### src/rtl/io_interface.sv
// rtl/io_interface.sv - memory-mapped UART transmitter and receiver
// Control at 0x80000000, receive data at 0x80000004, transmit data at 0x80000008.
module io_interface #(
   parameter int ClockFreq = 100_000_000,
   parameter int BaudRate  = 115_200
) (
   input  logic        Clock,
   input  logic        Reset,
   input  logic [31:0] rd2,
   input  logic [31:0] Addr,
   input  logic [3:0]  IO_trans,
   input  logic        IO_recv,
   input  logic        FPGA_Sin,
   output logic        FPGA_Sout,
   output logic [31:0] Received
);

   localparam int SymbolEdgeTime = ClockFreq / BaudRate;
   localparam int CntW = $clog2(SymbolEdgeTime);
   localparam logic [CntW-1:0] SymLast  = CntW'(SymbolEdgeTime - 1);
   localparam logic [CntW-1:0] HalfLast = CntW'(SymbolEdgeTime / 2 - 1);

   localparam logic [31:0] ADDR_CTRL = 32'h8000_0000;
   localparam logic [31:0] ADDR_RXD  = 32'h8000_0004;
   localparam logic [31:0] ADDR_TXD  = 32'h8000_0008;

   localparam logic [0:0] TX_IDLE  = 1'b0;
   localparam logic [0:0] TX_SHIFT = 1'b1;

   localparam logic [1:0] RX_IDLE  = 2'd0;
   localparam logic [1:0] RX_START = 2'd1;
   localparam logic [1:0] RX_DATA  = 2'd2;
   localparam logic [1:0] RX_STOP  = 2'd3;

   logic [0:0]      tx_state = TX_IDLE;
   logic [9:0]      tx_shift = 10'h3FF;
   logic [3:0]      tx_bits  = 4'd0;
   logic [CntW-1:0] tx_cnt   = '0;
   logic            tx_ready;
   logic            tx_accept;

   logic [1:0]      rx_state = RX_IDLE;
   logic [CntW-1:0] rx_cnt   = '0;
   logic [2:0]      rx_bits  = 3'd0;
   logic [7:0]      rx_shift = 8'h00;
   logic [7:0]      rx_data  = 8'h00;
   logic            rx_valid = 1'b0;
   logic            rx_done;
   logic            rx_pop;

   logic            sin_meta = 1'b1;
   logic            sin_sync = 1'b1;
   logic            sin_prev = 1'b1;

   logic            unused_ok;
   assign unused_ok = ^{rd2[31:8], IO_trans[3:1]};

   assign tx_ready  = (tx_state == TX_IDLE);
   assign tx_accept = tx_ready && (Addr == ADDR_TXD) && IO_trans[0];
   assign FPGA_Sout = (tx_state == TX_SHIFT) ? tx_shift[0] : 1'b1;

   // Frame is {stop, data[7:0], start}, shifted out LSB first.
   always_ff @(posedge Clock) begin
      if (Reset) begin
         tx_state <= TX_IDLE;
         tx_shift <= 10'h3FF;
         tx_bits  <= 4'd0;
         tx_cnt   <= '0;
      end else begin
         case (tx_state)
            TX_IDLE: begin
               if (tx_accept) begin
                  tx_shift <= {1'b1, rd2[7:0], 1'b0};
                  tx_bits  <= 4'd0;
                  tx_cnt   <= '0;
                  tx_state <= TX_SHIFT;
               end
            end
            default: begin
               if (tx_cnt == SymLast) begin
                  tx_cnt   <= '0;
                  tx_shift <= {1'b1, tx_shift[9:1]};
                  if (tx_bits == 4'd9) tx_state <= TX_IDLE;
                  else                 tx_bits  <= tx_bits + 4'd1;
               end else begin
                  tx_cnt <= tx_cnt + 1'b1;
               end
            end
         endcase
      end
   end

   always_ff @(posedge Clock) begin
      if (Reset) begin
         sin_meta <= 1'b1;
         sin_sync <= 1'b1;
         sin_prev <= 1'b1;
      end else begin
         sin_meta <= FPGA_Sin;
         sin_sync <= sin_meta;
         sin_prev <= sin_sync;
      end
   end

   assign rx_done = (rx_state == RX_STOP) && (rx_cnt == SymLast);
   assign rx_pop  = (Addr == ADDR_RXD) && IO_recv;

   // After the half-symbol start check, every later sample lands mid-bit.
   always_ff @(posedge Clock) begin
      if (Reset) begin
         rx_state <= RX_IDLE;
         rx_cnt   <= '0;
         rx_bits  <= 3'd0;
         rx_shift <= 8'h00;
      end else begin
         case (rx_state)
            RX_IDLE: begin
               rx_cnt <= '0;
               if (sin_prev && !sin_sync) rx_state <= RX_START;
            end
            RX_START: begin
               if (rx_cnt == HalfLast) begin
                  rx_cnt   <= '0;
                  rx_bits  <= 3'd0;
                  rx_state <= sin_sync ? RX_IDLE : RX_DATA;
               end else begin
                  rx_cnt <= rx_cnt + 1'b1;
               end
            end
            RX_DATA: begin
               if (rx_cnt == SymLast) begin
                  rx_cnt   <= '0;
                  rx_shift <= {sin_sync, rx_shift[7:1]};
                  if (rx_bits == 3'd7) rx_state <= RX_STOP;
                  else                 rx_bits  <= rx_bits + 3'd1;
               end else begin
                  rx_cnt <= rx_cnt + 1'b1;
               end
            end
            default: begin
               if (rx_cnt == SymLast) begin
                  rx_cnt   <= '0;
                  rx_state <= RX_IDLE;
               end else begin
                  rx_cnt <= rx_cnt + 1'b1;
               end
            end
         endcase
      end
   end

   // A completing byte takes priority over a pop on the same edge.
   always_ff @(posedge Clock) begin
      if (Reset) begin
         rx_data  <= 8'h00;
         rx_valid <= 1'b0;
      end else if (rx_done) begin
         rx_data  <= rx_shift;
         rx_valid <= 1'b1;
      end else if (rx_pop) begin
         rx_valid <= 1'b0;
      end
   end

   always_comb begin
      Received = 32'h0;
      case (Addr)
         ADDR_CTRL: Received = {30'b0, rx_valid, tx_ready};
         ADDR_RXD:  Received = {24'b0, rx_data};
         default:   Received = 32'h0;
      endcase
   end

endmodule

### config.mk
export PLATFORM = sky130hd
export DESIGN_NAME = io_interface
export DESIGN_NICKNAME = d
export VERILOG_FILES = /design/src/rtl/io_interface.sv
export SDC_FILE = /design/constraint.sdc
export NUM_CORES = 1
export LEC_CHECK = 0
export ABC_AREA = 1
export CAP_MARGIN = 20
export CORE_MARGIN = 8
export CORE_UTILIZATION = 32
export DETAILED_ROUTE_END_ITERATION = 7
export DONT_BUFFER_PORTS = 1
export PLACE_DENSITY = 0.55
export SYNTH_ARGS = -nofsm -noshare
export SYNTH_HDL_FRONTEND = slang
export SYNTH_SLANG_ARGS = --single-unit
### constraint.sdc
create_clock -name Clock -period 1.6 [get_ports Clock]
set_clock_uncertainty 0.05 [all_clocks]
set_input_delay 0.24 -clock Clock [delete_from_list [all_inputs] [get_ports Clock]]
set_output_delay 0.24 -clock Clock [all_outputs]
set_load 0.05 [all_outputs]
---- Word-level counts from Yosys, hierarchy flattened ----
Index checks and enable logic that the tools add are counted.
word-level totals
  flip-flop bits (word level) ............. 60
  bits of input ports ..................... 72
  output and inout bits ................... 33
operators by class
  add/sub/neg operators ................... 4
  equal/unequal tests ..................... 18
  mux-type cells .......................... 32
  bitwise gates (word level) .............. 1
  reduce and logical (&&, ||, !) cells .... 16
operator list
  kind                                             number
  == test 32 bit (second input constant)           3
  two-way mux 10 bit                               8
  adder 10 x 1 -> 10 bit (second input constant)   2
  == test 10 bit (second input constant)           2
  case mux 10 bit (2 select lines)                 1
  two-way mux 4 bit                                4
  case mux 8 bit (2 select lines)                  1
  two-way mux 2 bit                                6
  inequality test 2 bit (second input constant)    6
  == test 10 x 9 -> 1 bit (second input constant)  1
  two-way mux 3 bit                                3
  two-way mux 1 bit                                7
  case mux 2 bit (3 select lines)                  1
  case mux 3 bit (2 select lines)                  1
  nonzero test 2 bit                               3
  logical AND 1 bit                                5
  AND reduction 5 bit                              1
  adder 4 x 1 -> 4 bit (second input constant)     1
  == test 2 bit (second input constant)            2
  == test 4 bit (second input constant)            1
  AND reduction 2 bit                              2
  AND reduction 4 bit                              1
  adder 3 x 1 -> 3 bit (second input constant)     1
  == test 3 bit (second input constant)            1
  7 further kinds                                  7

---- Longest topological paths before layout ----
  word-level depth ........................ 5
  mapped depth ............................ 11

---- Least setup slack after synthesis ----
Ideal clock, no wire load.
  path kind ............................... in2out
  start ................................... input port Addr[11]
  end ..................................... output port Received[0]
  arrival ................................. 2060 ps
  path slack .............................. -750 ps
  stages .................................. 7
  path buffers ............................ 0
  path through ............................ nor2_1 > nand2_1 > inv_1 > nand2_1 > nor3_2 > nand3_1 > o21ai_0
on the way
  word-level cells in the longest chain between the ends .. 2
  elaborated cells between the ends (all ways) .. 3
  classes of those cells .................. eq/ne (2); mux (1)
RTL lines
  item                               RTL line  text
  from (decl)                        10        input logic [31:0] Addr,
  == test 32 bit                     167       case (Addr)
  case mux 8 bit (2 select lines) *  167
  to (decl)                          15        output logic [31:0] Received
Mark *: on every way between the ends. The rest lies on a longest branch, timed or not.

---- Worst setup path after layout ----
  start ................................... input port Addr[19]
  end ..................................... output port Received[7]
The elaborated chain is that of the path after synthesis.

==> metrics.txt <==
Fmax=612.6 MHz; CP delay by family, top=simple AND/OR/NAND/NOR gates; EDFF count, synth=0; worst-case clock buffer depth=2; period utilization=102.0%; CTS tree=done; Top FF cell, synth=dfxtp_1; CP bufs+invs=2; RSZ-0062 raised after global routing=yes; Die H=118.3 um; Finished Layout Cells=681; max_cap viols=0; Final Worst Setup Slack=-0.03250 ns; FF+latch count, synth=59; share of cells above drive strength 1=28.26%; H-tree level count=3; crit path kind=primary input to output port; vias in the first global route=3,019; Data arrival, critical path=1.34 ns; pin count of the biggest net entering global routing=29; post-synthesis cell type count=37; worst path required time=1.31 ns; Cell Area, Synth=0.003348 mm^2; Yosys Warn Count=0; worst path cell trace=nor2_4 -> nand2_1 -> nor2_2 -> nand2_2 -> nor3_4 -> nand3_4 -> buf_12 -> nor2_4 -> buf_12; failing checks=setup timing; final hold viol count=0; IO Pins=105; Worst-Skew Late Latency=0.34 ns; fin. max-slew vios=0; # rows=37; Starting Density=32.73%; most frequent cell after synthesis=nand2_1; Largest stage delay, worst path=0.18 ns; Area Growth Syn to Fin=33.03%; clk sink count=59; clk slew on worst S/H paths=0.07 ns; Async S/R FF share, synth=0%; clock root buffer=clkbuf_8; post-route ant nets=0; Mapped Cells=500; outcome=complete, but fails checks; crit end category=output port; CP max FO=6; Setup-failing EPs final=6; first-pass GRT wire length=13.23 mm; M3 GR Usage=3.998%; placed cell count=658; Ant. Diodes=0; Power per Cell Area=845.3 mW/mm^2; most instantiated cells after synthesis=100 x nand2_1, 79 x nor2_1, 59 x dfxtp_1, 58 x inv_1, 36 x nand3_1; met1 usage in global routing=12.12%; Core Region=0.01023 mm^2; DR pass1 iterations=4; vias per cell=4.626; busiest grt layer=met2; average size of a mapped cell=6.696 um^2; Leak=0.001769 uW; Synth top area share=35.28%; Starting DRT DRC Count=126; port bufs=0; maximum VDD drop=0.4935 mV; Die X-Extent=118.3 um; GR Util met2=19.01%; worst hold path class=primary input to flip-flop; fill count=1,028; wire per inst=11.86 um; initial antenna violation count=0; Die ar.=0.01399 mm^2; Worst-Margin Slew=0.8868 ns; Post-Route WL=8.075 mm; startpoint types=primary input; final RePlAce weighted congestion=0.8552; DRC=0; net count reported at finish=619; Final Power=3765 uW; ranking of synthesized cells by area=dfxtp_1 35%, nand2_1 11%, nor2_1 8.9%, inv_1 6.5%, buf_4 5.6%; fin crit period=1.632 ns; vias after detailed routing=3,150; post-synthesis sequential area ratio=35.28%; post-layout util=43.54%; leading area contributor after synthesis=dfxtp_1; Post-DP HPWL=5.584 mm; slowest CP cell=buf_12; Overall Global Routing Usage=11.02%; aggregate global routing overflow=0; cts bufs inserted=9; Rel. slew slack=40.68%
==> power by group <==
| group | internal [uW] | switching [uW] | total (uW) |
|---|---|---|---|
| clock network | 729 | 656 | 1380 |
| registers | 1510 | 44.9 | 1560 |
| logic | 289 | 535 | 824 |
==> cells in the final DEF, fill, tap and decap left out, drive strengths merged, types with 8 or more instances in the layout <==
cell,Yosys,routed
o211ai,10,10
clkbuf,7,11
inv,65,66
conb,1,24
nand3,36,36
o21ai,26,26
a211oi,8,8
nand2,104,104
a21oi,25,25
nand4,10,10
nor2,83,83
nor3,11,11
dfxtp,59,59
buf,31,40
==> layout make-up <==
type	count	area, um^2	area share (%)
clock buffers	9	123.9	2.781
clock inverters	7	77.57	1.742
repair buffers	44	523.0	11.74
inverters	65	246.5	5.534
flip-flops and latches	59	1190	26.71
well taps	136	170.2	3.820
multi-input cells	361	2123	47.67
==> path summary, 6_finish.rpt <==
path,start,end,slack [ns],depth (start not counted)
max reg2reg,rx_cnt[0],rx_data[6],0.05,7
max,Addr[19],Received[7],-0.03,9
min reg2reg,sin_meta,sin_sync,0.37,1
min,rd2[7],tx_shift[8],0.05,4
==> metrics by stage <==
stage,worst slack (ns),area (um^2),hold slack [ns],setup TNS [ns]
finish,-0.03250,4454,0.05037,-0.1749
CTS,-0.06838,4139,0.03905,-0.3956
detailed placement,-0.07283,3891,0.2683,-0.8678
global route,-0.1333,4454,0.06976,-1.092
floorplan,-0.07667,3561,0.2938,-0.1713
global placement,-0.05611,3891,0.2649,-0.5278
==> state kept, by name (all words and copies together) (netlist names), 2 cells and up <==
| signal | count |
|---|---|
| rx_bits | 3 |
| rx_cnt | 10 |
| rx_data | 8 |
| rx_shift | 8 |
| rx_state | 2 |
| tx_bits | 4 |
| tx_cnt | 10 |
| tx_shift | 9 |
==> what timing repair did <==
item	in CTS	in global routing
gates resized for setup	8	67
pin swaps	2	13
endpoints found under the hold margin	21	0
endpoints found under the setup margin	25	57
hold buffers	2	0
gates cloned	0	2
buffers inserted	0	3
==> layer usage <==
layer	routed length [um]	part of all wire, %
met5	0	0
met4	138	1.7
met3	393	4.9
met2	4108	51
met1	3435	43
==> worst reg2reg max path: cells and delay by family, from the launching register on <==
family / cells / cell delay, ns
AND/OR/NAND/NOR: 2 / 0.35
adder cells (fa/ha/maj): 1 / 0.14
flip-flops: 1 / 0.36
AO/OA/AOI/OAI: 1 / 0.21
buffers and inverters: 3 / 0.35
==> kinds of logic after synthesis <==
kind of cell	count (synthesis)	synth area share [%]
AO/OA/AOI/OAI	71	12.52
XOR/XNOR	5	1.308
adder cells (fa/ha/maj)	7	2.616
buffers and inverters	103	14.99
flip-flops	59	35.28
other	1	0.1120
AND/OR/NAND/NOR	254	33.18
(Power assumes the default switching activity.)
